**config.mk**
```make
export PLATFORM = sky130hd
export DESIGN_NAME = unidade_acesso_memoria
export DESIGN_NICKNAME = d
export VERILOG_FILES = /design/src/rtl/unidade_acesso_memoria_pkg.sv /design/src/rtl/unidade_acesso_memoria_divisor.sv /design/src/rtl/unidade_acesso_memoria.sv
export SDC_FILE = /design/constraint.sdc
export NUM_CORES = 1
export LEC_CHECK = 0
export ABC_AREA = 0
export BUFFER_PORTS_ARGS = -buffer_cell sky130_fd_sc_hd__clkbuf_2
export CORE_ASPECT_RATIO = 0.5
export CORE_MARGIN = 2
export CORE_UTILIZATION = 25
export CTS_BUF_LIST = sky130_fd_sc_hd__clkbuf_2
export CTS_CLUSTER_SIZE = 14
export DETAILED_ROUTE_END_ITERATION = 10
export PLACE_DENSITY = 0.57
export SETUP_SLACK_MARGIN = 0.15
export SLEW_MARGIN = 20
export SYNTH_ARGS = -nofsm -noshare
export SYNTH_HDL_FRONTEND = slang
export SYNTH_SLANG_ARGS = --single-unit
```
**constraint.sdc**
```tcl
create_clock -name clock -period 2.3 [get_ports clock]
set_input_delay 0.115 -clock clock [delete_from_list [all_inputs] [get_ports clock]]
set_output_delay 0.115 -clock clock [all_outputs]
set_load 0.01 [all_outputs]
```
**src/rtl/unidade_acesso_memoria_pkg.sv**
```systemverilog
// Shared constants and state encoding for the memory access unit.
// The linear word address is split into a RAM row and column.
package unidade_acesso_memoria_pkg;
   localparam int LINHAS         = 11;
   localparam int COLUNAS        = 11;
   localparam int TOTAL_PALAVRAS = LINHAS * COLUNAS;
   localparam int ADDR_W         = 7;
   localparam int DADO_W         = 32;
   localparam int RAM_END_W      = 11;

   typedef enum logic [2:0] {
      OCIOSO,
      DIVIDE,
      ACESSO,
      CONCLUIDO,
      ERRO
   } estado_t;
endpackage

```
**src/rtl/unidade_acesso_memoria_divisor.sv**
```systemverilog
// Iterative divide by COLUNAS using one subtraction per cycle.
// valido stays high once resto has dropped below COLUNAS.
module divisor_linha_coluna #(
   parameter int COLUNAS = 11,
   parameter int W       = 7
) (
   input  logic         clock,
   input  logic         reset,
   input  logic         start,
   input  logic [W-1:0] dividend,
   output logic [W-1:0] quociente,
   output logic [W-1:0] resto,
   output logic         valido
);
   localparam logic [W-1:0] COL_W = W'(COLUNAS);

   logic [W-1:0] quoc_q, quoc_d;
   logic [W-1:0] resto_q, resto_d;

   always_comb begin
      quoc_d  = quoc_q;
      resto_d = resto_q;
      if (start) begin
         quoc_d  = '0;
         resto_d = dividend;
      end else if (resto_q >= COL_W) begin
         resto_d = resto_q - COL_W;
         quoc_d  = quoc_q + W'(1);
      end
   end

   always_ff @(posedge clock) begin
      if (!reset) begin
         quoc_q  <= '0;
         resto_q <= '0;
      end else begin
         quoc_q  <= quoc_d;
         resto_q <= resto_d;
      end
   end

   assign quociente = quoc_q;
   assign resto     = resto_q;
   assign valido    = (resto_q < COL_W);
endmodule

```
**src/rtl/unidade_acesso_memoria.sv**
```systemverilog
// Single-port memory access unit: linear address -> (row, column), then one
// registered RAM access. All outputs come straight from flops.
module unidade_acesso_memoria #(
   parameter int LINHAS  = unidade_acesso_memoria_pkg::LINHAS,
   parameter int COLUNAS = unidade_acesso_memoria_pkg::COLUNAS
) (
   input  logic                                         clock,
   input  logic                                         reset,
   input  logic                                         req,
   input  logic                                         store,
   input  logic [unidade_acesso_memoria_pkg::ADDR_W-1:0]    endereco,
   input  logic [unidade_acesso_memoria_pkg::DADO_W-1:0]    dado_escrita,
   input  logic [unidade_acesso_memoria_pkg::DADO_W-1:0]    ram_saida,
   output logic [unidade_acesso_memoria_pkg::DADO_W-1:0]    ram_dados,
   output logic [unidade_acesso_memoria_pkg::RAM_END_W-1:0] ram_linha,
   output logic [unidade_acesso_memoria_pkg::RAM_END_W-1:0] ram_coluna,
   output logic                                         ram_write,
   output logic                                         ocupado,
   output logic                                         pronto,
   output logic [unidade_acesso_memoria_pkg::DADO_W-1:0]    dado_lido,
   output logic                                         erro
);
   import unidade_acesso_memoria_pkg::*;

   localparam int MAX_END = LINHAS * COLUNAS - 1;

   estado_t estado_q, estado_d;

   logic                 store_q, store_d;
   logic [DADO_W-1:0]    ram_dados_q, ram_dados_d;
   logic [RAM_END_W-1:0] linha_q, linha_d;
   logic [RAM_END_W-1:0] coluna_q, coluna_d;
   logic                 ram_write_q, ram_write_d;
   logic                 ocupado_q, ocupado_d;
   logic                 pronto_q, pronto_d;
   logic                 erro_q, erro_d;
   logic [DADO_W-1:0]    lido_q, lido_d;

   logic              div_start;
   logic [ADDR_W-1:0] div_quoc, div_resto;
   logic              div_valido;

   divisor_linha_coluna #(
      .COLUNAS (COLUNAS),
      .W       (ADDR_W)
   ) u_divisor (
      .clock     (clock),
      .reset     (reset),
      .start     (div_start),
      .dividend  (endereco),
      .quociente (div_quoc),
      .resto     (div_resto),
      .valido    (div_valido)
   );

   always_ff @(posedge clock) begin
      if (!reset) estado_q <= OCIOSO;
      else        estado_q <= estado_d;
   end

   always_comb begin
      estado_d    = estado_q;
      store_d     = store_q;
      ram_dados_d = ram_dados_q;
      linha_d     = linha_q;
      coluna_d    = coluna_q;
      lido_d      = lido_q;
      div_start   = 1'b0;
      case (estado_q)
         OCIOSO: begin
            if (req) begin
               div_start   = 1'b1;
               store_d     = store;
               ram_dados_d = dado_escrita;
               estado_d    = (int'(endereco) > MAX_END) ? ERRO : DIVIDE;
            end
         end
         DIVIDE: begin
            if (div_valido) begin
               linha_d  = RAM_END_W'(div_quoc);
               coluna_d = RAM_END_W'(div_resto);
               estado_d = ACESSO;
            end
         end
         ACESSO: begin
            if (!store_q) lido_d = ram_saida;
            estado_d = CONCLUIDO;
         end
         CONCLUIDO: estado_d = OCIOSO;
         ERRO:      estado_d = OCIOSO;
         default:   estado_d = OCIOSO;
      endcase
      // Status flops are loaded from the next state so they line up with it.
      ram_write_d = (estado_d == ACESSO) && store_q;
      pronto_d    = (estado_d == CONCLUIDO);
      erro_d      = (estado_d == ERRO);
      ocupado_d   = (estado_d != OCIOSO);
   end

   always_ff @(posedge clock) begin
      if (!reset) begin
         store_q     <= 1'b0;
         ram_dados_q <= '0;
         linha_q     <= '0;
         coluna_q    <= '0;
         ram_write_q <= 1'b0;
         ocupado_q   <= 1'b0;
         pronto_q    <= 1'b0;
         erro_q      <= 1'b0;
         lido_q      <= '0;
      end else begin
         store_q     <= store_d;
         ram_dados_q <= ram_dados_d;
         linha_q     <= linha_d;
         coluna_q    <= coluna_d;
         ram_write_q <= ram_write_d;
         ocupado_q   <= ocupado_d;
         pronto_q    <= pronto_d;
         erro_q      <= erro_d;
         lido_q      <= lido_d;
      end
   end

   assign ram_dados  = ram_dados_q;
   assign ram_linha  = linha_q;
   assign ram_coluna = coluna_q;
   assign ram_write  = ram_write_q;
   assign ocupado    = ocupado_q;
   assign pronto     = pronto_q;
   assign erro       = erro_q;
   assign dado_lido  = lido_q;
endmodule

```
==> flow_summary.toml <==
[power_and_ir_drop]
leakage_nw = 2.376
power.share.clock_pct = 20.5
seqPwrFrac_pct = 50.9
switchingPower_mw = 1.416
power.internal_mw = 2.671
peakVddDrop_mv = 0.2541
power_density_nw_per_um2 = 731.1
p_comb_share_pct = 28.6
p_sw_share_pct = 34.64
p_total_mw = 4.087

[min_path]
hp-class = "input pin to flop"
hp-start = "dado_escrita[25]"

[yosys]
yosysUniqueCellTypes = 42
ys_ff_latch = 100
synth.avg_cell_area_um2 = 8.173
syn_inst = 462
synth_top_cell_by_area = "dfxtp_1"
ys_warn_count = 0
syn_area_um2 = 3776
synth.area.top_cells = "dfxtp_1 53%, nand2_1 15%, a21oi_1 10%, o21ai_0 2.7%, buf_4 2.0%"
synth-edff-count = 0
async_reset_ff_share_pct = 0
synth_top_area_share_pct = 53.02
synth_ff_type = "dfxtp_1"
seq_area_frac_synth_pct = 53.02

[placement]
placedCellCount = 792
gp_congestion = 0.7380
dpl_cell_area_um2 = 4710
hpwl_mm = 7.215
io_buffers = 156

[global_route]
globalRouteTotalUtil_pct = 13.31
grt_max_degree = 33
grt_pass1_wl_mm = 17.16
grt_antenna_before_repair = 0
grt_pass1_vias = 3604
grt_overflow_total = 0

[clocking]
clkSinkCount = 100
tritoncts = "yes"
clk_latency_ns = 0.57
htree_levels = 3
cts.clk_slew.worst_paths_ns = 0.27
cts_root_buf = "clkbuf_2"
numCtsBuffers = 9
clk_path_buf_depth = 2

[worst_setup_path]
crit_required_ns = 2.80
reg2reg_from = "estado_q[2]$_SDFF_PN0_"
cp_cell_sequence = "nor4b_4 -> buf_4 -> nand3_1 -> dlygate4sd3_1 -> o211ai_1"
cp_num_buf_inv = 2
crit_family = "buffers and inverters"
endpoint_kind = "flop"
critPathMaxStageDelay_ns = 0.57
arrival_ns = 2.49
cp_slowest_cell = "dlygate4sd3_1"
crit_fanout = 13
critPathKind = "flop to flop"
startpoint_type = "flop"
startpoint = "estado_q[2]$_SDFF_PN0_"

[sta]
setup-tns-final_ns = 0
hold_violations = 0
finalCritPeriodShare_pct = 86.41
drv_slew = 0
clock_skew_ns = 0.02619
fmax_mhz = 503.1
rsz0062_at_grt = "false"
finalSetupViolCount = 0
tightestPinTransition_ns = 0.6965
post-route-min-period_ns = 1.988
relSlewSlack_pct = 53.57

[finish]
drive_above_1_share_pct = 27.37
mostFrequentLayoutCell = "clkbuf_2"
stdcell_area_um2 = 5590
final_nets = 759
final_cells = 886
syn_to_final_growth_pct = 48.05
final_cell_mix = "167 x clkbuf_2, 146 x nand2_1, 100 x dfxtp_1, 78 x a21oi_1, 77 x dlygate4sd3_1"

[die]
die_area_um2 = 16160
rows = 31
core-area_um2 = 14620
initial_core_util_pct = 25.82
die_h_um = 90.91
io_pins = 165
die_w_um = 177.8

[routing]
wl_per_cell_um = 12.34
via_count = 3878
ant_nets = 0
first_pass_iters = 4
drt-met1-wl_mm = 4.737
drc = 0
vias_per_cell = 4.377
drt-total-wl_mm = 10.93
top_layer_used = "met4"
drt_iter0_drc = 140
dr_wl_met2_mm = 5.515
route.met3.wl_um = 383

[job]
cap_violations = 0

[run_status]
outcome = "finished clean"
-- routing by layer --
metal / up-vias / track usage [%]
met4: 0 / 5.943
met5: - / 0
li1: 1968 / -
met1: 1800 / 15.20
met2: 84 / 23.35
met3: 26 / 3.409
-- sequential cells by signal, summed over array words and instances (netlist names) --
register             flops
dado_lido               32
erro                     1
estado_q                 3
ocupado                  1
pronto                   1
ram_coluna               7
ram_dados               32
ram_linha                7
ram_write                1
store_q                  1
u_divisor.quociente      7
u_divisor.resto          7
-- worst min-delay path: stages --
cell and delay (ns):
dlygate4sd3_1 0.53, clkbuf_2 0.10, nand2_1 0.05, a21oi_1 0.05
-- timing repair --
item                      CTS  global route
setup buffers               0             0
hold endpoints to repair   80             0
hold buffers               77             0
gates resized for setup     0             0
-- cell type report --
class / count / area (µm²)
tap: 198 / 247.7
fill: 1521 / 9032
multi-input combinational: 325 / 1597
clock buffer: 11 / 55.05
clock inverter: 5 / 52.55
timing repair buffer: 242 / 1619
antenna: 1 / 2.502
inverter: 4 / 15.01
sequential: 100 / 2002
-- logic make-up (layout without fill, tap and decap cells) --
family | Yosys count | after routing | synth area share, %
compound gates | 112 | 112 | 16.53
xor+xnor | 2 | 2 | 0.4640
fa+ha+maj | 2 | 2 | 0.6626
buf+inv | 44 | 262 | 5.765
flops | 100 | 100 | 53.02
mux | 2 | 2 | 0.5302
other cells | 1 | 9 | 0.09931
simple gates | 199 | 199 | 22.93
-- per-stage QoR --
stage	hold slack (ns)	worst slack (ns)	utilization, %
finish	0.2771	0.3125	38.23
detailed placement	0.3426	0.3676	32.21
global route	0.1765	0.1887	38.21
global placement	0.3387	0.3967	32.21
floorplan	0.2474	0.7328	-
CTS	0.2008	0.2995	38.21
-- cells in the mapped netlist, types with 3 or more instances --
library cell and instances:
nand2_1 146, dfxtp_1 100, a21oi_1 78, o21ai_0 20, clkbuf_1 18, nand3_1 15
buf_2 12, or3_1 11, buf_4 10, nor2_1 6, inv_1 3, nand4_1 3
nor3_1 3, nor3b_1 3
-- final timing paths --
check | end | slack [ns] | cells after the start
worst max-delay path | u_divisor.resto[0]$_SDFFE_PN0P_ | 0.31 | 5
worst min-delay path | ram_dados[25]$_SDFFE_PN0P_ | 0.28 | 4
worst max register to register | u_divisor.resto[0]$_SDFFE_PN0P_ | 0.31 | 5
worst min register to register | dado_lido[21]$_SDFFE_PN0P_ | 0.47 | 2
-- power by group through the flow --
stage | sequential, mW | clock (mW) | combinational, mW
2_1_floorplan | 2.14 | 0 | 0.704
3_3_place_gp | 2.11 | 0 | 1.06
3_5_place_dp | 2.12 | 0 | 1.07
4_1_cts | 2.08 | 0.895 | 1.18
5_1_grt | 2.11 | 0.950 | 1.29
6_report | 2.08 | 0.838 | 1.17
No activity file was read; power rests on OpenSTA's default activity.
